## config.mk

```make
export PLATFORM = sky130hd
export DESIGN_NAME = mano_control_unit_flat
export DESIGN_NICKNAME = d
export VERILOG_FILES = /design/src/rtl/mano_control_unit_if.sv /design/src/rtl/mano_control_unit.sv /design/src/flat_wrapper.sv
export SDC_FILE = /design/constraint.sdc
export NUM_CORES = 1
export LEC_CHECK = 0
export ABC_AREA = 1
export CAP_MARGIN = 0
export CORE_ASPECT_RATIO = 0.75
export CORE_MARGIN = 2
export CORE_UTILIZATION = 42
export DETAILED_ROUTE_END_ITERATION = 8
export HOLD_SLACK_MARGIN = 0.08
export PLACE_DENSITY_LB_ADDON = 0.3
export SYNTH_ARGS = -nofsm -noshare
export SYNTH_HDL_FRONTEND = slang
export SYNTH_SLANG_ARGS = --single-unit
```

## constraint.sdc

```tcl
create_clock -name CLK -period 1.8 [get_ports CLK]
set_clock_uncertainty 0.15 [all_clocks]
set_input_delay 0.36 -clock CLK [delete_from_list [all_inputs] [get_ports CLK]]
set_output_delay 0.36 -clock CLK [all_outputs]
set_load 0.05 [all_outputs]
```

## src/rtl/mano_control_unit_if.sv

```systemverilog
// mano_control_unit_if: IR/status inputs and control strobes between the sequencer and the datapath
interface mano_control_unit_if #(parameter int DATA_W = 16);
    logic              start;
    logic [DATA_W-1:0] IN_IR;
    logic              dr_zero;
    logic              ac_neg;
    logic              ac_zero;
    logic              e_in;
    logic [2:0]        t;
    logic              running;
    logic [2:0]        bus_sel;
    logic              mem_rd;
    logic              mem_wr;
    logic              ld_ar;
    logic              inc_ar;
    logic              ld_pc;
    logic              inc_pc;
    logic              ld_dr;
    logic              inc_dr;
    logic              ld_ir;
    logic              ld_ac;
    logic              clr_ac;
    logic              clr_e;
    logic              cme;
    logic [2:0]        alu_op;

    modport master (
        output start, IN_IR, dr_zero, ac_neg, ac_zero, e_in,
        input  t, running, bus_sel, mem_rd, mem_wr, ld_ar, inc_ar, ld_pc, inc_pc,
               ld_dr, inc_dr, ld_ir, ld_ac, clr_ac, clr_e, cme, alu_op
    );

    modport slave (
        input  start, IN_IR, dr_zero, ac_neg, ac_zero, e_in,
        output t, running, bus_sel, mem_rd, mem_wr, ld_ar, inc_ar, ld_pc, inc_pc,
               ld_dr, inc_dr, ld_ir, ld_ac, clr_ac, clr_e, cme, alu_op
    );
endinterface

```

## src/rtl/mano_control_unit.sv

```systemverilog
// mano_control_unit: SC/I/S sequencer and instruction decoder for the basic accumulator computer
module mano_control_unit #(
    parameter int DATA_W = 16
) (
    input logic                CLK,
    input logic                RST,
    mano_control_unit_if.slave bus
);
    typedef enum logic [2:0] {T0, T1, T2, T3, T4, T5, T6} sc_e;

    sc_e               sc_q, sc_d, sc_inc;
    logic              i_q, i_d, s_q, s_d;
    logic [DATA_W-1:0] ir;
    logic [2:0]        d;
    logic [11:0]       rr;
    logic              rr_one;
    logic              active;

    assign ir          = bus.IN_IR;
    assign d           = ir[14:12];
    assign rr          = ir[11:0];
    assign rr_one      = (rr != '0) && ((rr & (rr - 12'd1)) == '0);
    assign active      = s_q & ~RST;
    assign sc_inc      = sc_e'(3'(sc_q + 3'd1));
    assign bus.t       = sc_q;
    assign bus.running = s_q;

    always_ff @(posedge CLK) begin
        if (RST) begin
            sc_q <= T0;
            i_q  <= 1'b0;
            s_q  <= 1'b0;
        end else begin
            sc_q <= sc_d;
            i_q  <= i_d;
            s_q  <= s_d;
        end
    end

    always_comb begin
        sc_d        = sc_q;
        i_d         = i_q;
        s_d         = s_q;
        bus.bus_sel = 3'd0;
        bus.alu_op  = 3'd0;
        bus.mem_rd  = 1'b0;
        bus.mem_wr  = 1'b0;
        bus.ld_ar   = 1'b0;
        bus.inc_ar  = 1'b0;
        bus.ld_pc   = 1'b0;
        bus.inc_pc  = 1'b0;
        bus.ld_dr   = 1'b0;
        bus.inc_dr  = 1'b0;
        bus.ld_ir   = 1'b0;
        bus.ld_ac   = 1'b0;
        bus.clr_ac  = 1'b0;
        bus.clr_e   = 1'b0;
        bus.cme     = 1'b0;
        if (!s_q) begin
            s_d  = bus.start;
            sc_d = T0;
        end else if (active) begin
            sc_d = sc_inc;
            case (sc_q)
                T0: begin
                    bus.bus_sel = 3'd2;
                    bus.ld_ar   = 1'b1;
                end
                T1: begin
                    bus.bus_sel = 3'd7;
                    bus.mem_rd  = 1'b1;
                    bus.ld_ir   = 1'b1;
                    bus.inc_pc  = 1'b1;
                end
                T2: begin
                    bus.bus_sel = 3'd5;
                    bus.ld_ar   = 1'b1;
                    i_d         = ir[DATA_W-1];
                end
                T3: begin
                    if (d == 3'd7) begin
                        sc_d = T0;
                        // register-reference only when exactly one IR[11:0] bit is set
                        if (!i_q && rr_one) begin
                            bus.clr_ac = rr[11];
                            bus.clr_e  = rr[10];
                            bus.cme    = rr[8];
                            bus.ld_ac  = rr[9] | rr[7] | rr[6] | rr[5];
                            bus.alu_op = rr[9] ? 3'd4 : rr[7] ? 3'd5 : rr[6] ? 3'd6 : rr[5] ? 3'd7 : 3'd0;
                            bus.inc_pc = (rr[4] & ~bus.ac_neg) | (rr[3] & bus.ac_neg) |
                                         (rr[2] & bus.ac_zero) | (rr[1] & ~bus.e_in);
                            if (rr[0]) s_d = 1'b0;
                        end
                    end else if (i_q) begin
                        bus.bus_sel = 3'd7;
                        bus.mem_rd  = 1'b1;
                        bus.ld_ar   = 1'b1;
                    end
                end
                T4: begin
                    case (d)
                        3'd0, 3'd1, 3'd2, 3'd6: begin
                            bus.bus_sel = 3'd7;
                            bus.mem_rd  = 1'b1;
                            bus.ld_dr   = 1'b1;
                        end
                        3'd3: begin
                            bus.bus_sel = 3'd4;
                            bus.mem_wr  = 1'b1;
                            sc_d        = T0;
                        end
                        3'd4: begin
                            bus.bus_sel = 3'd1;
                            bus.ld_pc   = 1'b1;
                            sc_d        = T0;
                        end
                        3'd5: begin
                            bus.bus_sel = 3'd2;
                            bus.mem_wr  = 1'b1;
                            bus.inc_ar  = 1'b1;
                        end
                        default: sc_d = T0;
                    endcase
                end
                T5: begin
                    sc_d = T0;
                    case (d)
                        3'd0, 3'd1, 3'd2: begin
                            bus.ld_ac  = 1'b1;
                            bus.alu_op = d + 3'd1;
                        end
                        3'd5: begin
                            bus.bus_sel = 3'd1;
                            bus.ld_pc   = 1'b1;
                        end
                        3'd6: begin
                            bus.inc_dr = 1'b1;
                            sc_d       = T6;
                        end
                        default: ;
                    endcase
                end
                T6: begin
                    bus.bus_sel = 3'd3;
                    bus.mem_wr  = 1'b1;
                    bus.inc_pc  = bus.dr_zero;
                    sc_d        = T0;
                end
                default: sc_d = T0;
            endcase
        end
    end
endmodule

```

## src/flat_wrapper.sv

```systemverilog
// flat-port wrapper written by rule: the top's interface ports become plain ports
module mano_control_unit_flat 
#(
    parameter int DATA_W = 16
)
  (CLK, RST, bus_start, bus_IN_IR, bus_dr_zero, bus_ac_neg, bus_ac_zero, bus_e_in, bus_t, bus_running, bus_bus_sel, bus_mem_rd, bus_mem_wr, bus_ld_ar, bus_inc_ar, bus_ld_pc, bus_inc_pc, bus_ld_dr, bus_inc_dr, bus_ld_ir, bus_ld_ac, bus_clr_ac, bus_clr_e, bus_cme, bus_alu_op);
  mano_control_unit_if #(.DATA_W(DATA_W)) bus_i ();
  input logic CLK;
  input logic RST;
  input wire logic [$bits(bus_i.start)-1:0] bus_start;
  input wire logic [$bits(bus_i.IN_IR)-1:0] bus_IN_IR;
  input wire logic [$bits(bus_i.dr_zero)-1:0] bus_dr_zero;
  input wire logic [$bits(bus_i.ac_neg)-1:0] bus_ac_neg;
  input wire logic [$bits(bus_i.ac_zero)-1:0] bus_ac_zero;
  input wire logic [$bits(bus_i.e_in)-1:0] bus_e_in;
  output wire logic [$bits(bus_i.t)-1:0] bus_t;
  output wire logic [$bits(bus_i.running)-1:0] bus_running;
  output wire logic [$bits(bus_i.bus_sel)-1:0] bus_bus_sel;
  output wire logic [$bits(bus_i.mem_rd)-1:0] bus_mem_rd;
  output wire logic [$bits(bus_i.mem_wr)-1:0] bus_mem_wr;
  output wire logic [$bits(bus_i.ld_ar)-1:0] bus_ld_ar;
  output wire logic [$bits(bus_i.inc_ar)-1:0] bus_inc_ar;
  output wire logic [$bits(bus_i.ld_pc)-1:0] bus_ld_pc;
  output wire logic [$bits(bus_i.inc_pc)-1:0] bus_inc_pc;
  output wire logic [$bits(bus_i.ld_dr)-1:0] bus_ld_dr;
  output wire logic [$bits(bus_i.inc_dr)-1:0] bus_inc_dr;
  output wire logic [$bits(bus_i.ld_ir)-1:0] bus_ld_ir;
  output wire logic [$bits(bus_i.ld_ac)-1:0] bus_ld_ac;
  output wire logic [$bits(bus_i.clr_ac)-1:0] bus_clr_ac;
  output wire logic [$bits(bus_i.clr_e)-1:0] bus_clr_e;
  output wire logic [$bits(bus_i.cme)-1:0] bus_cme;
  output wire logic [$bits(bus_i.alu_op)-1:0] bus_alu_op;
  assign bus_i.start = bus_start;
  assign bus_i.IN_IR = bus_IN_IR;
  assign bus_i.dr_zero = bus_dr_zero;
  assign bus_i.ac_neg = bus_ac_neg;
  assign bus_i.ac_zero = bus_ac_zero;
  assign bus_i.e_in = bus_e_in;
  assign bus_t = bus_i.t;
  assign bus_running = bus_i.running;
  assign bus_bus_sel = bus_i.bus_sel;
  assign bus_mem_rd = bus_i.mem_rd;
  assign bus_mem_wr = bus_i.mem_wr;
  assign bus_ld_ar = bus_i.ld_ar;
  assign bus_inc_ar = bus_i.inc_ar;
  assign bus_ld_pc = bus_i.ld_pc;
  assign bus_inc_pc = bus_i.inc_pc;
  assign bus_ld_dr = bus_i.ld_dr;
  assign bus_inc_dr = bus_i.inc_dr;
  assign bus_ld_ir = bus_i.ld_ir;
  assign bus_ld_ac = bus_i.ld_ac;
  assign bus_clr_ac = bus_i.clr_ac;
  assign bus_clr_e = bus_i.clr_e;
  assign bus_cme = bus_i.cme;
  assign bus_alu_op = bus_i.alu_op;
  mano_control_unit #(.DATA_W(DATA_W)) u_core (.CLK(CLK), .RST(RST), .bus(bus_i));
endmodule
```

==> results of run 1 <==
-- synth_stat cells --
master,instances,share of area (%)
nand4_1,3,1.8
nor3_1,6,2.9
o21ai_1,5,2.5
dfxtp_1,5,9.8
nor2_2,2,1.2
o21bai_2,1,1.1
nand2_2,2,1.2
o211ai_1,1,0.74
or2_2,1,0.61
nor2_4,3,3.3
nor4_1,2,1.2
inv_2,2,0.74
buf_2,1,0.49
a41oi_1,2,1.7
nand2_1,36,13
ha_1,11,13
nand3_1,13,6.4
clkbuf_1,1,0.37
o21ai_0,10,4.9
nand3_2,1,0.98
inv_1,34,13
nor2_1,27,9.9
a21oi_1,14,6.9
a31oi_1,3,1.8
-- metrics by stage --
stage          cells  area, µm²  setup WS, ns
3_3_place_gp     307       2470        -0.797
2_1_floorplan    186       1440        -0.327
-- cell families after synthesis --
group / after synthesis / share of synthesized area [%]
and+or+nand+nor: 96 / 42.9
buffers and inverters: 38 / 14.1
AOI/OAI and AO/OA: 36 / 19.6
adders and majority gates: 11 / 13.5
DFF: 5 / 9.82
==> Implementation_results.wiki, run 1 <==
{| class="wikitable"
! Metric !! Value
|-
| Placer Congestion || 0.973
|-
| Synthesized net count || 220
|-
| Total of flip-flops plus latches after synthesis || 5
|-
| Stop stage || 3_5_place_dp
|-
| Post-synthesis sequential area ratio || 9.82%
|-
| Port Buffer Count || 45
|-
| Stop Error || [ERROR DPL-0038] Utilization greater than 100%, impossible to legalize
|-
| Run status || did not finish
|-
| Vertical die dimension || 46.7 µm
|-
| Die width || 60.9 µm
|-
| # IOs || 46
|-
| Count of unique library cells instantiated by Yosys || 24
|-
| Rows || 15
|-
| Total standard cell area after synthesis || 1020 µm²
|-
| Number of instances in the synthesized netlist || 186
|-
| Mean post-synth cell area || 5.48 µm²
|-
| Total of warnings raised by yosys || 0
|-
| Starting density of the core || 44.2%
|}
==> inputs of run 2 (changes only) <==
--- a/config.mk
+++ b/config.mk
@@ -7,12 +7,10 @@
 export LEC_CHECK = 0
 export ABC_AREA = 1
 export CAP_MARGIN = 0
-export CORE_ASPECT_RATIO = 0.75
-export CORE_MARGIN = 2
-export CORE_UTILIZATION = 42
+export CORE_AREA = 2 2 63 65
 export DETAILED_ROUTE_END_ITERATION = 8
-export HOLD_SLACK_MARGIN = 0.08
-export PLACE_DENSITY_LB_ADDON = 0.3
+export DIE_AREA = 0 0 65 67
+export PLACE_DENSITY_LB_ADDON = 0.15
 export SYNTH_ARGS = -nofsm -noshare
 export SYNTH_HDL_FRONTEND = slang
 export SYNTH_SLANG_ARGS = --single-unit
==> Implementation_results.wiki, run 2 <==
{| class="wikitable"
! Metric !! Value
|-
| Global-route congestion overflow total || 0
|-
| Num CTS Buffers || 3
|-
| Clock network power share || 27.4%
|-
| Internal || 482 µW
|-
| Number of failing hold endpoints at the final stage || 0
|-
| Setup-failing EPs final || 19
|-
| Number of DRC violations after detailed-routing iteration 0 || 81
|-
| Cell Pwr Density || 247 nW/µm²
|-
| Drt wl/cell || 15.7 µm
|-
| Largest register FFs || 3
|-
| Clock sink count || 5
|-
| Total of flip-flops plus latches after synthesis || 5 (unchanged)
|-
| Skew-Pair Late Insertion Delay || 0.22 ns
|-
| Top achievable clock speed || 0.444 GHz
|-
| Overall routed net length || 5.53 mm
|-
| Crit Path Class || input pin to output port
|-
| CTS root buffer || clkbuf_8
|-
| Finished layout cell area || 3130 µm²
|-
| Die width || 65 µm (was 60.9 µm)
|-
| Dominant cells by area after synthesis || ha_1, nand2_1, inv_1, nor2_1, dfxtp_1 (unchanged)
|-
| Synthesized net count || 220 (unchanged)
|-
| Leading cell types in the layout, fill and taps excluded || buf_4, buf_12, buf_6, nand2_1, nor2_4
|-
| Vias in the first global route || 1702
|-
| Placer Congestion || 0.897 (was 0.973)
|-
| Pin count of the biggest net entering global routing || 16
|-
| Type of element capturing the critical path || output port
|-
| Area of the core region || 3610 µm²
|-
| Count of unique library cells instantiated by Yosys || 24 (unchanged)
|-
| Count of flip-flops with a built-in enable after synthesis || 0 (unchanged)
|-
| Share of synthesized registers carrying an async set or reset || 0% (unchanged)
|-
| Max rail drop VDD || 0.413 mV
|-
| Total iterations of the first detailed-routing run || 4
|-
| Cell types with the highest counts after synthesis || nand2_1, inv_1, nor2_1, a21oi_1, nand3_1 (unchanged)
|-
| Total standard cell area after synthesis || 1020 µm² (unchanged)
|-
| Maximum fanout along the worst path || 5
|-
| Type of element launching the critical path || input pin
|-
| Vias || 1727
|-
| Post-synthesis sequential area ratio || 9.82% (unchanged)
|-
| Unrepaired setup endpoints after global routing || true
|-
| Worst path max stage delay || 0.23 ns
|-
| Fraction of post-synthesis cell area in the top cell type by area || 13.5% (unchanged)
|-
| Rows || 22 (was 15)
|-
| Count of maximum capacitance violations || 0
|-
| Crit path max-delay cell type || nor2_4
|-
| Violated checks || negative setup slack
|-
| Run status || finished, violations left (was did not finish)
|-
| Required time at the worst-slack endpoint || 1.29 ns
|-
| Global-route wire length before repair || 8.23 mm
|-
| Crit path arrival time || 1.74 ns
|-
| Final number of max-transition violations || 0
|-
| Maximum buffer depth of the clock tree || 2
|-
| Final net count || 340
|-
| Maximum level of the CTS H-tree || 1
|-
| Total DRC errors in the routed layout || 0
|-
| Antenna violations before repair || 0
|-
| Worst Slack Setup Final || -0.453 ns
|-
| Starting density of the core || 28.3% (was 44.2%)
|-
| # IOs || 46 (unchanged)
|-
| Total of warnings raised by yosys || 0 (unchanged)
|-
| Detailed placer's ending HPWL || 3.29 mm
|-
| GRT Overall Usage || 24.4%
|-
| Library cell with the largest summed area after synthesis || ha_1 (unchanged)
|-
| Total negative slack for setup checks || -6.32 ns
|-
| Cell with the most instances after synthesis || nand2_1 (unchanged)
|-
| Count of filler cells inserted in the layout || 159
|-
| Port Buffer Count || 45 (unchanged)
|-
| Ys flop type || dfxtp_1 (unchanged)
|-
| Vertical die dimension || 67 µm (was 46.7 µm)
|-
| Most repeated library cell on the critical path || nand2_1
|-
| Sequential share of power || 15.1%
|-
| Die Outline Area || 4360 µm²
|-
| Normalized max-slew margin || 71.0%
|-
| Synth-to-layout area growth || 207%
|-
| Register clock-pin slew on the reported worst setup and hold paths || 0.04 ns
|-
| Sequence of cells on the critical path || buf_2 -> nor2_2 -> nand2_1 -> o21ai_1 -> nand2_1 -> nor2_4 -> buf_6 -> nand3_4 -> a21oi_4 -> buf_12
|-
| Mean post-synth cell area || 5.48 µm² (unchanged)
|-
| Avg Vias per Cell || 4.89
|-
| Number of instances in the synthesized netlist || 186 (unchanged)
|-
| Part of the cycle the worst path needs || 125%
|-
| Power dissipated by switching net loads || 293 µW
|-
| Layout cells sized above 1 || 77.4%
|-
| Leakage || 0.00127 µW
|-
| Antenna diodes || 0
|-
| CTS tree || built
|-
| Switching Share || 37.8%
|-
| Type of the worst min-delay path || flip-flop to flip-flop
|-
| Crit path time final || 2.25 ns
|-
| Area of placed instances || 2520 µm²
|-
| Combinational group share of total power || 57.6%
|-
| Most frequent standard cell in the layout excluding fill and tap cells || buf_4
|-
| Worst Tran Pin Value || 0.430 ns
|-
| Number of routed nets with antenna violations || 0
|}
-- run 2: cell counts after synthesis --
No cell type changed its count.
-- run 2: layout make-up --
type / instances / area (µm²) / share of cell area, %
Clock buffer: 4 / 45.0 / 1.44
Inverter: 36 / 165 / 5.27
Multi-Input combinational cell: 143 / 1430 / 45.7
Sequential cell: 5 / 115 / 3.67
Tap cell: 48 / 60.1 / 1.92
Timing Repair Buffer: 117 / 1320 / 42.0
-- run 2: critical path: cells and delay by family --
| family | cells | cell delay (ns) |
|---|---|---|
| and+or+nand+nor | 5 | 0.64 |
| buffers and inverters | 3 | 0.43 |
| AOI/OAI and AO/OA | 2 | 0.31 |
-- run 2: what timing repair did --
action | in CTS | in global routing
gates resized for setup | 143 | 35
hold buffers | 0 | 0
setup endpoints to repair | 23 | 21
pin swaps | 52 | 21
gates cloned | 0 | 0
setup buffers | 21 | 5
-- run 2: cells by family after synthesis --
kind of cell               Yosys count  synth area share (%)
and+or+nand+nor                     96                  42.9
buffers and inverters               38                  14.1
AOI/OAI and AO/OA                   36                  19.6
adders and majority gates           11                  13.5
DFF                                  5                  9.82
-- run 2: stage by stage --
stage	worst slack (ns)	total power (µW)	instances	hold WS, ns	util [%]
3_5_place_dp	-0.857	450	325	0.410	69.8
4_1_cts	-0.446	730	349	0.467	83.0
6_report	-0.453	775	353	0.470	86.9
3_3_place_gp	-0.840	447	325	0.423	69.8
5_1_grt	-0.522	808	353	0.515	86.9
2_1_floorplan	-0.327	272	186	0.340	-
-- run 2: worst paths after layout --
| check | slack [ns] | from | cells past startpoint | endpoint |
|---|---|---|---|---|
| hold / removal | 0.47 | u_core.bus.running | 4 | u_core.bus.running |
| hold reg to reg | 0.47 | u_core.bus.running | 4 | u_core.bus.running |
| setup reg to reg | 0.06 | u_core.bus.t[1] | 10 | u_core.bus.t[1] |
| setup / recovery | -0.45 | bus_IN_IR[6] | 10 | bus_alu_op[0] |
-- run 2: layer usage --
layer  share of wire, %  track usage (%)
met1                 41             30.8
met2                 52             44.2
met3                4.1             2.20
met4                3.2             6.38
met5                  0                0
-- run 2: power by group through the flow --
| stage | logic, µW | clock network [µW] | registers [µW] |
|---|---|---|---|
| after floorplan | 141 | 0 | 131 |
| after global placement | 329 | 0 | 118 |
| after detailed placement | 331 | 0 | 118 |
| after CTS | 400 | 213 | 117 |
| after global routing | 470 | 221 | 117 |
| final | 447 | 212 | 117 |
No activity file was read; power rests on OpenSTA's default activity.
==> inputs of run 3 (changes only) <==
==> constraint.sdc (replaced) <==
create_clock -name CLK -period 2.5 [get_ports CLK]
set_clock_uncertainty 0.15 [all_clocks]
set_input_delay 0.25 -clock CLK [delete_from_list [all_inputs] [get_ports CLK]]
set_output_delay 0.25 -clock CLK [all_outputs]
set_load 0.05 [all_outputs]
==> Implementation_results.wiki, run 3 (synthesis gave the netlist of run 2 again) <==
{| class="wikitable"
! Metric !! Value
|-
| Global-route wire length before repair || 5.42 mm (was 8.23 mm)
|-
| CTS root buffer || clkbuf_8 (unchanged)
|-
| Cell Pwr Density || 212 nW/µm² (was 247 nW/µm²)
|-
| Part of the cycle the worst path needs || 94.3%
|-
| Crit path arrival time || 1.96 ns (was 1.74 ns)
|-
| Max rail drop VDD || 0.172 mV (was 0.413 mV)
|-
| Setup-failing EPs final || 0 (was 19)
|-
| Synth-to-layout area growth || 86.7% (was 207%)
|-
| Vertical die dimension || 67 µm (unchanged)
|-
| Top achievable clock speed || 0.424 GHz
|-
| Normalized max-slew margin || 66.9% (was 71.0%)
|-
| Type of element launching the critical path || input pin (unchanged)
|-
| Total DRC errors in the routed layout || 0 (unchanged)
|-
| Post-route worst hold slack || 0.441 ns (was 0.470 ns)
|-
| Switching Share || 34.0% (was 37.8%)
|-
| Vias in the first global route || 1286 (was 1702)
|-
| Number of hold buffers added after CTS || 0 (unchanged)
|-
| Count of filler cells inserted in the layout || 347 (was 159)
|-
| Pin count of the biggest net entering global routing || 16 (unchanged)
|-
| CTS tree || built (unchanged)
|-
| Overall routed net length || 3.20 mm (was 5.53 mm)
|-
| Die width || 65 µm (unchanged)
|-
| Clock network power share || 37.1% (was 27.4%)
|-
| Combinational group share of total power || 41.8% (was 57.6%)
|-
| Vias || 1344 (was 1727)
|-
| Worst Tran Pin Value || 0.495 ns (was 0.430 ns)
|-
| Number of routed nets with antenna violations || 0 (unchanged)
|-
| Avg Vias per Cell || 4.70 (was 4.89)
|-
| Rows || 22 (unchanged)
|-
| Register clock-pin slew on the reported worst setup and hold paths || 0.03 ns (was 0.04 ns)
|-
| Count of maximum capacitance violations || 0 (unchanged)
|-
| Layout cells sized above 1 || 23.5% (was 77.4%)
|-
| # IOs || 46 (unchanged)
|-
| Internal || 267 µW (was 482 µW)
|-
| Starting density of the core || 28.3% (unchanged)
|-
| Run status || finished, final reports clean (was finished, violations left)
|-
| Clock sink count || 5 (unchanged)
|-
| Num CTS Buffers || 3 (unchanged)
|-
| Placer Congestion || 0.861 (was 0.897)
|-
| Detailed placer's ending HPWL || 2.78 mm (was 3.29 mm)
|-
| Port Buffer Count || 45 (unchanged)
|-
| GRT Overall Usage || 15.7% (was 24.4%)
|-
| Number of failing hold endpoints at the final stage || 0 (unchanged)
|-
| Maximum buffer depth of the clock tree || 2 (unchanged)
|-
| Required time at the worst-slack endpoint || 2.10 ns (was 1.29 ns)
|-
| Skew-Pair Late Insertion Delay || 0.22 ns (about the same)
|-
| Leakage || 0.000842 µW (was 0.00127 µW)
|-
| Worst Slack Setup Final || 0.143 ns (was -0.453 ns)
|-
| Sequential share of power || 21.2% (was 15.1%)
|-
| Maximum level of the CTS H-tree || 1 (unchanged)
|-
| Maximum fanout along the worst path || 5 (unchanged)
|-
| Unrepaired setup endpoints after global routing || false (was true)
|-
| Most frequent standard cell in the layout excluding fill and tap cells || nand2_1 (was buf_4)
|-
| Leading cell types in the layout, fill and taps excluded || nand2_1, inv_1, nor2_1, clkdlybuf4s50_1, buf_12 (was buf_4, buf_12, buf_6, nand2_1, nor2_4)
|-
| Placement Setup Slack || 0.0153 ns (was -0.857 ns)
|-
| Crit path time final || 2.36 ns
|-
| Power dissipated by switching net loads || 138 µW (was 293 µW)
|-
| Crit Path Class || input pin to output port (unchanged)
|-
| Area of the core region || 3610 µm² (unchanged)
|-
| Final number of max-transition violations || 0 (unchanged)
|-
| Type of element capturing the critical path || output port (unchanged)
|-
| Drt wl/cell || 11.2 µm (was 15.7 µm)
|-
| Global-route congestion overflow total || 0 (unchanged)
|-
| Antenna diodes || 0 (unchanged)
|-
| Antenna violations before repair || 0 (unchanged)
|-
| Number of DRC violations after detailed-routing iteration 0 || 101 (was 81)
|-
| Die Outline Area || 4360 µm² (unchanged)
|-
| Total iterations of the first detailed-routing run || 4 (unchanged)
|-
| Final net count || 273 (was 340)
|-
| Number of setup buffers added after CTS || 0 (was 21)
|-
| Largest register FFs || 3 (unchanged)
|-
| Type of the worst min-delay path || flip-flop to flip-flop (unchanged)
|}
-- run 3: changes by cell type in the layout (fill, tap and decap cells not counted), sizes merged --
cell	delta
buf	-85
clkdlybuf4s15	-1
clkdlybuf4s50	+14
dlygate4sd2	-1
dlymetal6s2s	+6
-- run 3: stage by stage --
step,TNS (ns),std cells,cell area (µm²),power [µW],util [%]
2_1_floorplan,-0.790,186,1070,169,-
3_3_place_gp,0,282,1800,252,49.9
3_5_place_dp,0,282,1800,253,49.9
4_1_cts,0,286,1840,408,51.1
5_1_grt,0,286,1900,435,52.8
6_report,0,286,1900,405,52.8
-- run 3: timing repair --
item,CTS,global route
setup endpoints to repair,0,12
resized for setup,0,18
endpoints found under the hold margin,0,0
-- run 3: metal layers --
layer  vias to the layer above  GRT usage, %  routed length, µm
met4                         0          4.52                  0
met5                         -             0                  0
met2                        44          30.5               1610
met1                       593          16.8               1390
li1                        707             -                  -
met3                         0          3.55                193
-- run 3: path summary, 6_finish.rpt --
path | depth (start not counted) | start | slack [ns] | end
worst max-delay path | 9 | bus_IN_IR[0] | 0.14 | bus_inc_pc
worst min-delay path | 4 | u_core.bus.running | 0.44 | u_core.bus.running
worst max register to register | 10 | u_core.bus.t[1] | 0.66 | u_core.bus.t[1]
worst min register to register | 4 | u_core.bus.running | 0.44 | u_core.bus.running
-- run 3: critical path, cell delays in order --
cell and delay, ns:
clkdlybuf4s50_1 0.50, nor2_4 0.16, nand3_1 0.13, o21bai_2 0.16, nand2_2 0.09, nor2_4 0.17, nand3_1 0.13, a21oi_2 0.21
buf_12 0.16
-- run 3: layout make-up --
| class | instances | area (µm²) | share of cell area, % |
|---|---|---|---|
| well taps | 48 | 60.1 | 3.15 |
| flip-flops and latches | 5 | 100 | 5.26 |
| multi-input cells | 143 | 871 | 45.7 |
| repair buffers | 50 | 693 | 36.4 |
| clock buffers | 4 | 45.0 | 2.37 |
| inverters | 36 | 135 | 7.10 |
-- run 3: power groups by stage --
stage          registers, µW  clock network, µW  logic, µW
2_1_floorplan           94.9                  0       74.3
3_3_place_gp            86.9                  0        165
3_5_place_dp            86.8                  0        166
4_1_cts                 85.6                155        167
5_1_grt                 85.6                164        186
6_report                85.6                150        169
==> inputs of run 4 (changes only) <==
--- a/config.mk
+++ b/config.mk
@@ -10,6 +10,7 @@
 export CORE_AREA = 2 2 63 65
 export DETAILED_ROUTE_END_ITERATION = 8
 export DIE_AREA = 0 0 65 67
+export GPL_TIMING_DRIVEN = 1
 export PLACE_DENSITY_LB_ADDON = 0.15
 export SYNTH_ARGS = -nofsm -noshare
 export SYNTH_HDL_FRONTEND = slang
==> results of run 4 <==
Final layout, timing and power as in run 3 (identical DEF).
